--- src/rtl/hero_pkg.sv ---
// rtl/hero_pkg.sv - hero bus beat type shared by hero write sources and sinks
package hero_pkg;

  localparam int HERO_WIDTH = 36;

  typedef enum logic [3:0] {
    _E_IDLE  = 4'd0,
    _E_VALID = 4'd1,
    _E_DONE  = 4'd2
  } CYCLE_TYPE_E;

  typedef struct packed {
    CYCLE_TYPE_E             cycle_type;
    logic [HERO_WIDTH-1:0]   wdat;
    logic                    clk_en;
  } hero_write_t;

endpackage

--- src/rtl/hero_write_arb_pkg.sv ---
// rtl/hero_write_arb_pkg.sv - states and constants for the hero write arbiter
package hero_write_arb_pkg;

  typedef enum logic {
    ARB  = 1'b0,
    XFER = 1'b1
  } ARB_STATE_E;

  localparam int HERO_WRITE_ARB_NUM_REQ = 4;
  localparam int HERO_WRITE_ARB_TO_W    = 16;

endpackage

--- src/rtl/hero_rr_pick.sv ---
// rtl/hero_rr_pick.sv - rotating-priority picker: first set req at or after ptr, wrapping
module hero_rr_pick
  import hero_write_arb_pkg::*;
#(
  parameter int N = HERO_WRITE_ARB_NUM_REQ
) (
  input  logic [N-1:0]         req,
  input  logic [$clog2(N)-1:0] ptr,
  output logic                 any,
  output logic [$clog2(N)-1:0] idx
);
  localparam int IW = $clog2(N);

  // Walk offsets from far to near so the nearest hit to ptr wins last.
  always_comb begin
    idx = '0;
    for (int i = N - 1; i >= 0; i--) begin
      if (req[(int'(ptr) + i) % N]) idx = IW'((int'(ptr) + i) % N);
    end
  end

  assign any = |req;

endmodule

--- src/rtl/hero_write_arb.sv ---
// rtl/hero_write_arb.sv - round-robin hero write bus arbiter with registered output beat
// Optional stall watchdog enabled by defining HERO_WRITE_ARB_TIMEOUT_EN.
module hero_write_arb
  import hero_write_arb_pkg::*;
#(
  parameter int NUM_REQ        = HERO_WRITE_ARB_NUM_REQ,
  parameter int HERO_WIDTH     = hero_pkg::HERO_WIDTH,
  parameter int TIMEOUT_CYCLES = 64
) (
  input  logic                              clk,
  input  logic                              rst,
  input  logic [NUM_REQ-1:0]                req_valid,
  input  logic [NUM_REQ*(HERO_WIDTH+5)-1:0] req_beat,
  output logic [NUM_REQ-1:0]                req_ready,
  output logic                              hero_valid,
  output logic [HERO_WIDTH+4:0]             hero_beat,
  input  logic                              hero_ready,
  output logic [$clog2(NUM_REQ)-1:0]        grant_id,
  output logic                              busy,
  output logic                              proto_err,
  output logic                              timeout_err
);
  localparam int BW = HERO_WIDTH + 5;
  localparam int IW = $clog2(NUM_REQ);

  ARB_STATE_E            state, state_n;
  logic [IW-1:0]         rr_ptr, pick_idx, next_ptr;
  logic                  pick_any, out_space, accept, load, advance, set_proto;
  logic                  to_hit, to_fire;
  hero_pkg::hero_write_t cur_beat, load_beat, out_q;

  hero_rr_pick #(.N(NUM_REQ)) u_pick (
    .req (req_valid),
    .ptr (rr_ptr),
    .any (pick_any),
    .idx (pick_idx)
  );

  assign cur_beat  = req_beat[int'(grant_id)*BW +: BW];
  assign out_space = !hero_valid || hero_ready;
  assign next_ptr  = (grant_id == IW'(NUM_REQ - 1)) ? '0 : grant_id + 1'b1;
  assign busy      = (state == XFER);
  assign hero_beat = out_q;

  always_ff @(posedge clk) begin
    if (rst) state <= ARB;
    else     state <= state_n;
  end

  always_comb begin
    state_n          = state;
    req_ready        = '0;
    accept           = 1'b0;
    load             = 1'b0;
    advance          = 1'b0;
    set_proto        = 1'b0;
    load_beat        = cur_beat;
    load_beat.clk_en = 1'b1;
    case (state)
      ARB: if (pick_any) state_n = XFER;
      XFER: begin
        if (!to_hit) begin
          req_ready[grant_id] = out_space;
          accept              = req_valid[grant_id] && out_space;
        end
        set_proto = req_valid[grant_id] && (cur_beat.cycle_type == hero_pkg::_E_IDLE);
        // IDLE beats are swallowed: consumed from the owner, never forwarded.
        load = accept && (cur_beat.cycle_type != hero_pkg::_E_IDLE);
        if (accept && cur_beat.cycle_type == hero_pkg::_E_DONE) begin
          state_n = ARB;
          advance = 1'b1;
        end
        if (to_fire) begin
          load      = 1'b1;
          load_beat = '{cycle_type: hero_pkg::_E_DONE, wdat: '0, clk_en: 1'b1};
          state_n   = ARB;
          advance   = 1'b1;
        end
      end
      default: state_n = ARB;
    endcase
  end

  always_ff @(posedge clk) begin
    if (rst) begin
      rr_ptr     <= '0;
      grant_id   <= '0;
      hero_valid <= 1'b0;
      out_q      <= '0;
      proto_err  <= 1'b0;
    end else begin
      if (state == ARB && pick_any) grant_id <= pick_idx;
      if (advance) rr_ptr <= next_ptr;
      if (load) begin
        out_q      <= load_beat;
        hero_valid <= 1'b1;
      end else if (hero_ready) begin
        hero_valid <= 1'b0;
      end
      if (set_proto) proto_err <= 1'b1;
    end
  end

`ifdef HERO_WRITE_ARB_TIMEOUT_EN
  logic [HERO_WRITE_ARB_TO_W-1:0] to_cnt;

  // Once the limit is hit the owner is locked out and a DONE is injected when space frees.
  assign to_hit  = (state == XFER) && (to_cnt >= HERO_WRITE_ARB_TO_W'(TIMEOUT_CYCLES));
  assign to_fire = to_hit && out_space;

  always_ff @(posedge clk) begin
    if (rst || state != XFER || accept) to_cnt <= '0;
    else if (!req_valid[grant_id] && !to_hit) to_cnt <= to_cnt + 1'b1;
    if (rst) timeout_err <= 1'b0;
    else if (to_fire) timeout_err <= 1'b1;
  end
`else
  logic unused_timeout_cfg;
  assign unused_timeout_cfg = (TIMEOUT_CYCLES > HERO_WRITE_ARB_TO_W);
  assign to_hit      = 1'b0;
  assign to_fire     = 1'b0;
  assign timeout_err = 1'b0;
`endif

endmodule

--- config.mk ---
export PLATFORM = sky130hd
export DESIGN_NAME = hero_write_arb
export DESIGN_NICKNAME = d
export VERILOG_FILES = /design/src/rtl/hero_pkg.sv /design/src/rtl/hero_write_arb_pkg.sv /design/src/rtl/hero_rr_pick.sv /design/src/rtl/hero_write_arb.sv
export SDC_FILE = /design/constraint.sdc
export NUM_CORES = 1
export LEC_CHECK = 0
export CORE_MARGIN = 2
export CORE_UTILIZATION = 34
export DETAILED_ROUTE_END_ITERATION = 6
export DONT_BUFFER_PORTS = 1
export SLEW_MARGIN = 5
export SYNTH_ARGS = -nofsm -noshare
export SYNTH_HDL_FRONTEND = slang
export SYNTH_HIERARCHICAL = 1
export SYNTH_SLANG_ARGS = --single-unit
export TNS_END_PERCENT = 50
--- constraint.sdc ---
create_clock -name clk -period 5.85 [get_ports clk]
set_clock_uncertainty 0.2 [all_clocks]
set_input_delay 0.8775 -clock clk [delete_from_list [all_inputs] [get_ports clk]]
set_output_delay 0.8775 -clock clk [all_outputs]
set_load 0.05 [all_outputs]
### After elaboration in Yosys (flattened, before gate mapping)

Index checks and enable logic that the tools add are counted.

| word-level totals | value |
|---|---|
| bits in registers | 48 |
| input bits | 171 |
| logic and storage cells | 73 |

| cells by class | value |
|---|---|
| $lt $le $gt $ge | 6 |
| multiply operators | 1 |
| bitwise gates (word level) | 5 |
| equality and inequality tests | 2 |
| reduce and logical (&&, ||, !) cells | 15 |
| $add $sub $neg | 4 |
| shift-type cells | 1 |
| multiplexer cells | 31 |

Operators by type and width:

| operator | number |
|---|---|
| variable part select 164 x 9 -> 41 bit | 1 |
| 2-to-1 mux 1 bit | 18 |
| less-than comparator 3 x 4 -> 1 bit (second input constant) | 3 |
| binary-select mux 1 bit (select 2 bit) | 5 |
| 2-to-1 mux 2 bit | 5 |
| multiplier 2 x 6 -> 8 bit (second input constant) | 1 |
| logical AND 1 bit | 6 |
| less-than comparator 2 x 3 -> 1 bit (second input constant) | 2 |
| OR reduction 2 bit | 3 |
| adder 2 x 1 -> 2 bit (second input constant) | 2 |
| adder 2 bit (second input constant) | 2 |
| bitwise AND 4 bit | 1 |
| == test 4 x 2 -> 1 bit (second input constant) | 1 |
| logical NOT 4 bit | 1 |
| 2-to-1 mux 4 bit | 1 |
| nonzero test 4 bit | 1 |
| OR reduction 4 bit | 1 |
| bitwise AND 1 bit (first input constant) | 3 |
| demux 1 bit (select 2 bit) | 1 |
| == test 2 bit (second input constant) | 1 |
| >= comparator 2 x 1 -> 1 bit (second input constant) | 1 |
| case mux 1 bit (2 select lines) | 1 |
| nonzero test 2 bit | 1 |
| logical NOT 1 bit | 1 |
| 2 further kinds | 2 |

### Logic depth before layout (Yosys ltp)

Gate-level depths: netlist of the first run.

| depth | value |
|---|---|
| depth after elaboration | 10 |
| depth in mapped cells | 7 |
| mapped depth without buffers | 6 |

### Hierarchy

The synthesis of the first run kept the hierarchy.

Modules (own cells, without submodules):

| module | area an instance (µm²) | times used | cells each | sequential area each (µm²) |
|---|---|---|---|---|
| hero_write_arb | 2871.5 | 1 | 282 | 960.9 |
| hero_rr_pick | 77.6 | 1 | 13 | 0.0 |

### Worst setup path before layout of the first run

OpenSTA, ideal clock, no wires.

| path | value |
|---|---|
| path kind | register to output |
| start point | register grant_id[1] |
| end point | output req_ready[1] |
| arrival | 2.087 ns |
| path slack | 2.685 ns |
| cell stages (with the launch flop) | 6 |
| cell sequence | dfxtp_1 > clkbuf_1 > clkbuf_1 > inv_1 > ha_1 > and3_1 |

| between the ends | value |
|---|---|
| longest elaborated chain between the ends | 6 |

Ends and longest elaborated chain:

| item | line | RTL |
|---|---|---|
| start: declaration | hero_write_arb.sv:18 | `output logic [$clog2(NUM_REQ)-1:0] grant_id,` |
| start signal: assignment | hero_write_arb.sv:92 | `if (state == ARB && pick_any) grant_id <= pick_idx;` |
| less-than comparator 2 x 3 -> 1 bit (implied by the code) / >= comparator 2 x 1 -> 1 bit (equally long branches) | hero_write_arb.sv:63 | `req_ready[grant_id] = out_space;` |
| logical AND 1 bit (implied by the code) | hero_write_arb.sv:63 |  |
| 2-to-1 mux 1 bit (implied by the code) | hero_write_arb.sv:63 |  |
| demux 1 bit (select 2 bit) * | hero_write_arb.sv:63 |  |
| bitwise AND 4 bit (no line) * | -- |  |
| 2-to-1 mux 4 bit * | hero_write_arb.sv:59 | `case (state)` |
| end: declaration | hero_write_arb.sv:14 | `output logic [NUM_REQ-1:0] req_ready,` |

Mark *: on every way between the ends. The rest lies on a longest branch, timed or not.

### Final worst setup path of the first run

| path | value |
|---|---|
| start point | register grant_id[1] |
| end point | register out_q, in the netlist hero_beat[9] |

| between the ends | value |
|---|---|
| longest elaborated chain between the ends | 6 |

Ends and longest elaborated chain:

| item | line | RTL |
|---|---|---|
| parallel branches: the longest is 6 deep, another holds multiplier 2 x 6 -> 8 bit | -- |  |
| end signal: assignment | hero_write_arb.sv:95 | `out_q <= load_beat;` |
| end: declaration | hero_write_arb.sv:30 | `hero_pkg::hero_write_t cur_beat, load_beat, out_q;` |

Several ways; the timed one is not identified. The select of a mux whose other input is x is not followed.
A chain may end at the register's enable or synchronous reset.

==> results of run 1 <==
==> kinds of logic (layout without fill, tap and decap cells) <==
family | after synthesis | in the layout | synth area share, %
flip-flops | 48 | 48 | 32.6
adder cells (fa/ha/maj) | 4 | 4 | 1.70
multiplexers | 42 | 42 | 31.7
buffers and inverters | 35 | 14 | 5.09
AO/OA/AOI/OAI | 93 | 93 | 16.2
AND/OR/NAND/NOR | 72 | 72 | 12.6
other | 1 | 1 | 0.127
==> where the power goes <==
part / leakage, uW / internal, uW / total (uW) / switching, uW
Clock: 0.0000477 / 96.5 / 218 / 121
Sequential: 0.000393 / 348 / 445 / 97.6
Combinational: 0.000477 / 63.7 / 126 / 62.4
Total: 0.000918 / 508 / 789 / 281
==> synthesized netlist by cell type <==
library cell,number
dfxtp_1,48
a21oi_1,47
mux4_2,41
o21ai_0,41
nand3_1,38
clkbuf_1,21
nor2_1,11
buf_2,6
nand2_1,6
and3_1,5
buf_1,4
ha_1,4
nand2b_1,3
a211oi_1,2
inv_1,2
or4_1,2
a211oi_2,1
a31oi_1,1
and4_1,1
buf_4,1
buf_6,1
conb_1,1
mux2i_1,1
nand4_1,1
nor2b_1,1
nor3_1,1
nor3b_1,1
nor4_2,1
o21ai_1,1
or3_1,1
==> worst max-delay path, delay by kind of cell, from the launching register on <==
kind	cells	cell delay (ns)
multiplexers	1	0.45
AO/OA/AOI/OAI	1	0.08
AND/OR/NAND/NOR	2	0.97
buffers and inverters	2	0.84
flip-flops	1	0.76
==> worst paths after layout <==
kind,to,cells past startpoint,slack (ns),startpoint
max,hero_beat[9],6,2.41,grant_id[1]
min,rr_ptr[0],2,0.36,rr_ptr[0]
max reg2reg,hero_beat[9],6,2.41,grant_id[1]
min reg2reg,rr_ptr[0],2,0.36,rr_ptr[0]
==> registers in the layout (all words and copies together), names as in the netlist <==
| name | flops |
|---|---|
| hero_beat | 41 |
| hero_valid | 1 |
| proto_err | 1 |
| rr_ptr | 2 |
| grant_id | 2 |
| busy | 1 |
==> layer usage <==
layer | vias up | GRT usage (%)
met5 | - | 0
met4 | 2 | 4.12
met3 | 8 | 7.84
met2 | 181 | 33.5
met1 | 1184 | 20.7
li1 | 1090 | -
==> through the flow <==
step                      util (%)  std cells  instance area [um2]  setup WS [ns]
after floorplan                  -        295                 2950           2.69
after global placement        35.9        371                 2980           2.40
after detailed placement      35.9        371                 2980           2.37
after CTS                     37.1        379                 3080           2.36
after global routing          37.1        379                 3080           2.22
final                         37.1        379                 3080           2.41
==> area by class of cell <==
cell class                 count  area (um2)
fill                         813        5220
timing repair buffer           4        30.0
clock buffer                   6        82.6
clock inverter                 2        13.8
tap                          105         131
multi-input combinational    212        1850
inverter                       2        7.51
sequential                    48         966
==> results_dict.tcl, run 1 <==
set metrics [dict create \
    maxCapViolations 0 \
    synthTopCellsByArea "dfxtp_1 (33%), mux4_2 (31%), a21oi_1 (8.0%), o21ai_0 (7.0%), nand3_1 (6.4%)" \
    vias 2465 \
    cts_resized 0 \
    critPathCaptureType "register" \
    clock_latency_ns 0.30 \
    cts.sinks 48 \
    hold_path.class "register to register" \
    worstPathRequired_ns 5.85 \
    cts-root-buf "clkbuf_8" \
    clk_path_buf_depth 2 \
    slew_headroom_pct 35.5 \
    core_um2 8300 \
    postSynthAreaPerCell_um2 10.0 \
    cts_hold_buf 0 \
    finalHoldViolCount 0 \
    wl_met3_um 1160 \
    fin_crit_sh_pct 58.7 \
    die_w_um 97.1 \
    synthDistinctLibCells 30 \
    grt-ovfl-total 0 \
    leakage_uw 0.000918 \
    cts.htree.levels 2 \
    rsz0062_at_grt "false" \
    wl_met2_um 4770 \
    status "finished, final reports clean" \
    fin_crit_ns 3.44 \
    setup_viol 0 \
    finalNetCount 448 \
    highest_layer "met5" \
    worstPathArrival_ns 3.43 \
    final_cell_mix "a21oi_1 (47), dfxtp_1 (46), mux4_2 (41), o21ai_0 (41), nand3_1 (38)" \
    synth_area_um2 2950 \
    die_h_um 97.1 \
    antenna_found_initial 1 \
    pin_count 222 \
    port_buffers 0 \
    max_freq_mhz 291 \
    post_route_cells_drive_above_1_share_pct 21.2 \
    place.gp.congestion 0.834 \
    worst_pin_slew_ns 0.968 \
    m1WireLength_um 3040 \
    crit_top_cell "buf_4" \
    track_usage_pct 18.7 \
    seq_area_frac_synth_pct 32.6 \
    cp_max_fo 26 \
    power.total_uw 789 \
    die_area_um2 9440 \
    final_common_cell "a21oi_1" \
    setup_tns_ns 0 \
    wl_um 9050 \
    drc 0 \
    synth_top_area_share_pct 32.6 \
    drv_slew 0 \
    via_per_inst 6.50 \
    wl_per_cell_um 23.9 \
    path_clk_slew_ns 0.10 \
    row_count 33 \
    ir_drop_mv 0.115 \
    ys_ff_latch 48 \
    drtAntennaViolNets 0 \
    drt_iter0_drc 138 \
    syn_to_final_growth_pct 4.41 \
    critPathSlowestCell "or4_1" \
    hold_ws_ns 0.355 \
    grt_start_max_net_pins 49 \
    crit_type "register to register" \
    cts_tree "done" \
    cp-start-kind "register" \
    syn_nets 470 \
    start_util_pct 35.5 \
    synth_top_area_cell "dfxtp_1" \
    powerDensity_nw_per_um2 256 \
    drt_first_pass_iters 4 \
    slowest_delay_ns 0.85 \
    ys_warn_count 6 \
    crit_chain "buf_4, mux4_2, or4_1, buf_4, nand3_1, a21oi_1" \
    hpwl_um 6560 \
    cts_setup_buffers 0 \
    cts_made_buffers 5 \
    num_antenna_cells 0 \
    synth_cells 295 \
    grt_pass1_wl_um 14000 \
    grt_pass1_vias 2493 \
]
No activity file was read; power rests on OpenSTA's default activity.
==> inputs of run 2 (changes only) <==
Clock period 5.85 ns to 3.4 ns, I/O delays scaled along.
==> results_dict.tcl, run 2 (same netlist as run 1, synthesis figures left out) <==
set metrics [dict create \
    fin_crit_sh_pct 76.9 \
    slew_headroom_pct 46.1 \
    p_switching_uw 469 \
    leakage_uw 0.000952 \
    place.gp.congestion 0.870 \
    clkPwrFrac_pct 27.8 \
    row_count 33 \
    cts_tree "done" \
    worst_pin_slew_ns 0.809 \
    p_int_uw 902 \
    syn_to_final_growth_pct 6.32 \
    hold_path.class "input pin to register" \
    drt_iter0_drc 108 \
    cp.depth 5 \
    critPathCaptureType "register" \
    final_common_cell "a21oi_1" \
    wl_per_cell_um 23.8 \
    crit_type "register to register" \
    critPathSlowestCell "mux4_2" \
    die_h_um 97.1 \
    final_core_util_pct 37.8 \
    fin_crit_ns 2.61 \
    core_um2 8300 \
    ff2ff_path_depth 5 \
    setup_tns_ns 0 \
    cts_setup_buffers 0 \
    drt_first_pass_iters 4 \
    cp-start-kind "register" \
    grt_pass1_vias 2490 \
    setup_viol 0 \
    power.total_uw 1370 \
    clock_latency_ns 0.29 \
    switching_share_pct 34.2 \
    slowest_delay_ns 0.63 \
    vias 2450 \
    die_area_um2 9440 \
    start_util_pct 35.5 \
    via_per_inst 6.38 \
    antenna_found_initial 1 \
    nFillCells 809 \
    cts-root-buf "clkbuf_8" \
    cts_resized 0 \
    powerDensity_nw_per_um2 437 \
    num_antenna_cells 0 \
    ir_drop_mv 0.154 \
    clk_path_buf_depth 2 \
    pin_count 222 \
    port_buffers 0 \
    cts.htree.levels 2 \
    max_freq_mhz 383 \
    cts.sinks 48 \
    grt-ovfl-total 0 \
    place_ws_ns 0.762 \
    grt_start_max_net_pins 49 \
    status "finished, final reports clean" \
    hold_depth 1 \
    hpwl_um 6890 \
    cp_max_fo 41 \
    drv_slew 0 \
    critPathTopFamily "simple AND/OR/NAND/NOR gates" \
    largest_reg_flops 41 \
    cts_hold_buf 0 \
    track_usage_pct 18.3 \
    final_cell_mix "a21oi_1 (47), dfxtp_1 (46), mux4_2 (41), o21ai_0 (41), nand3_1 (38)" \
    p_seq_share_pct 54.5 \
    worst-path-buf-inv 1 \
    cts_made_buffers 5 \
    layout_setup_ws_ns 0.787 \
    worstPathRequired_ns 3.39 \
    crit_chain "buf_4, mux4_2, and3_2, nand3_1, a21oi_1" \
    drc 0 \
    post_route_cells_drive_above_1_share_pct 22.2 \
    finalHoldViolCount 0 \
    p_comb_share_pct 17.7 \
    wl_um 9150 \
    finalNetCount 453 \
    rsz0062_at_grt "false" \
    die_w_um 97.1 \
    worstPathArrival_ns 2.60 \
    grt_pass1_wl_um 13700 \
    maxCapViolations 0 \
    drtAntennaViolNets 0 \
    path_clk_slew_ns 0.09 \
]
==> run 2: cell count changes in the layout (fill, tap and decap cells not counted), sizes merged <==
cell,previous run,this run
buf,4,9
clkbuf,6,7
clkinv,0,1
clkinvlp,1,0
inv,3,2
==> run 2: cell type report <==
cell class	count	area, um2	area share [%]
clock buffers	7	97.6	3.11
clock inverters	1	5.00	0.160
inverters	2	7.51	0.239
multi-input cells	212	1850	58.9
flip-flops and latches	48	966	30.8
well taps	105	131	4.19
repair buffers	9	80.1	2.55
==> run 2: metal layers <==
layer  GRT usage (%)  share of wire, %
met1            19.7                35
met2            34.1                53
met3            6.83                11
met4            3.68              0.76
met5               0              0.12
==> run 2: worst paths after layout <==
check | start | to | slack (ns)
worst max register to register | grant_id[0] | hero_beat[7] | 0.79
worst min-delay path | rst | grant_id[0] | 0.08
worst max-delay path | grant_id[0] | hero_beat[7] | 0.79
worst min register to register | rr_ptr[0] | rr_ptr[0] | 0.34
==> run 2: metrics by stage <==
stage	instance area [um2]	std cells	hold slack [ns]
after floorplan	2950	295	0.283
after global placement	3030	376	0.301
after detailed placement	3030	376	0.320
after CTS	3140	384	0.0575
after global routing	3140	384	0.0466
final	3140	384	0.0758
==> run 2: power groups by stage <==
| stage | clock, uW | sequential [uW] | combinational (uW) |
|---|---|---|---|
| CTS | 402 | 749 | 244 |
| floorplan | 0 | 754 | 208 |
| finish | 381 | 747 | 243 |
| detailed placement | 0 | 762 | 243 |
| global placement | 0 | 761 | 238 |
| global route | 425 | 753 | 265 |
==> inputs of run 3 (changes only) <==
Clock period 3.4 ns to 2.6 ns, I/O delays scaled along.
==> results_dict.tcl, run 3 (same netlist as run 1, synthesis figures left out) <==
set metrics [dict create \
    core_um2 8300 \
    cts.htree.levels 2 \
    grt_start_max_net_pins 49 \
    cts.sinks 48 \
    r2r_start "grant_id[0]" \
    rsz0062_at_grt "false" \
    hold_path.class "input pin to register" \
    post_route_cells_drive_above_1_share_pct 24.4 \
    die_h_um 97.1 \
    drt_iter0_drc 134 \
    start_util_pct 35.5 \
    maxCapViolations 0 \
    drt_first_pass_iters 4 \
    drc 0 \
    cts_tree "done" \
    final_common_cell "a21oi_1" \
    die_area_um2 9440 \
    finalHoldViolCount 0 \
    path_clk_slew_ns 0.09 \
    rrSetupSlack_ns 0.20 \
    setup_viol 0 \
    cts_setup_buffers 0 \
    cp-start-kind "register" \
    placed_area_um2 3100 \
    status "finished, final reports clean" \
    track_usage_pct 19.1 \
    pin_count 222 \
    cts-root-buf "clkbuf_8" \
    ff2ff_path_depth 5 \
    finalNetCount 461 \
    fin_crit_ns 2.40 \
    fin_crit_sh_pct 92.3 \
    hpwl_um 6970 \
    drtAntennaViolNets 0 \
    final_cell_mix "a21oi_1 (47), dfxtp_1 (46), mux4_2 (41), o21ai_0 (41), nand3_1 (38)" \
    grt_pass1_vias 2581 \
    cp_max_fo 24 \
    worstPathArrival_ns 2.38 \
    worstPathRequired_ns 2.58 \
    worst_pin_slew_ns 0.833 \
    clk_path_buf_depth 2 \
    grt_pass1_wl_um 14200 \
    slew_headroom_pct 44.5 \
    syn_to_final_growth_pct 9.21 \
    setup_tns_ns 0 \
    crit_end "hero_beat[23]" \
    wl_per_cell_um 23.5 \
    timing.rr.end "hero_beat[23]" \
    vias 2475 \
    grt-ovfl-total 0 \
    port_buffers 0 \
    via_per_inst 6.31 \
    cts_resized 0 \
    max_freq_mhz 417 \
    cp-startpoint "grant_id[0]" \
    powerDensity_nw_per_um2 565 \
    die_w_um 97.1 \
    row_count 33 \
    drv_slew 0 \
    antenna_found_initial 0 \
    critPathCaptureType "register" \
    ir_drop_mv 0.235 \
    cts_made_buffers 5 \
    leakage_uw 0.00100 \
    place.gp.congestion 0.848 \
    num_antenna_cells 0 \
    final_area_um2 3220 \
    crit_type "register to register" \
    largest_reg_flops 41 \
    clock_latency_ns 0.30 \
    wl_um 9200 \
]
[run 3: changes by cell type in the layout (fill, tap and decap cells not counted), sizes merged]
cell  before  now
buf        9   17
[run 3: worst min path at each step]
stage	from	to	depth (start not counted)	slack (ns)
6_report	req_valid[0]	grant_id[0]	3	0.14
5_1_grt	req_valid[0]	grant_id[0]	3	0.17
4_1_cts	req_valid[0]	grant_id[0]	3	0.13
3_5_place_dp	rst	grant_id[0]	1	0.26
3_3_place_gp	rst	grant_id[0]	1	0.26
2_1_floorplan	rr_ptr[0]	rr_ptr[0]	2	0.28
[run 3: metrics by stage]
step | utilization [%] | power, uW | worst slack, ns | hold slack [ns] | instances
after detailed placement | 37.3 | 1320 | 0.228 | 0.259 | 383
after floorplan | - | 1260 | 0.0393 | 0.283 | 295
after global placement | 37.3 | 1320 | 0.245 | 0.260 | 383
after global routing | 38.8 | 1910 | 0.114 | 0.172 | 392
after CTS | 38.8 | 1840 | 0.200 | 0.128 | 392
final | 38.8 | 1820 | 0.200 | 0.141 | 392
[run 3: area by class of cell]
class                      instances  area, um2
inverter                           2       7.51
timing repair buffer              17        165
tap                              105        131
clock buffer                       7       97.6
clock inverter                     1       5.00
fill                             819       5080
multi-input combinational        212       1850
sequential                        48        966
[run 3: worst max-delay path: stages (launching register included)]
cell	delay, ns
dfxtp_4	0.43
mux4_2	0.62
or4_1	0.58
buf_4	0.25
nand3_1	0.10
a21oi_1	0.08
[run 3: repair_timing]
action,4_1_cts,5_1_grt
hold buffers,1,0
setup endpoints to repair,0,0
endpoints found under the hold margin,48,0
[run 3: where the power goes]
| part | leakage [uW] | internal [uW] | switching [uW] |
|---|---|---|---|
| Combinational | 0.000554 | 158 | 189 |
| Clock | 0.0000534 | 247 | 256 |
| Sequential | 0.000393 | 782 | 187 |
| Total | 0.00100 | 1190 | 632 |
[run 3: routing by layer]
| layer | wire [um] | track usage [%] | vias up |
|---|---|---|---|
| met5 | 0 | 0 | - |
| met4 | 78 | 4.55 | 0 |
| met3 | 901 | 5.40 | 6 |
| met2 | 4970 | 34.9 | 160 |
| met1 | 3260 | 22.1 | 1196 |
| li1 | - | - | 1113 |
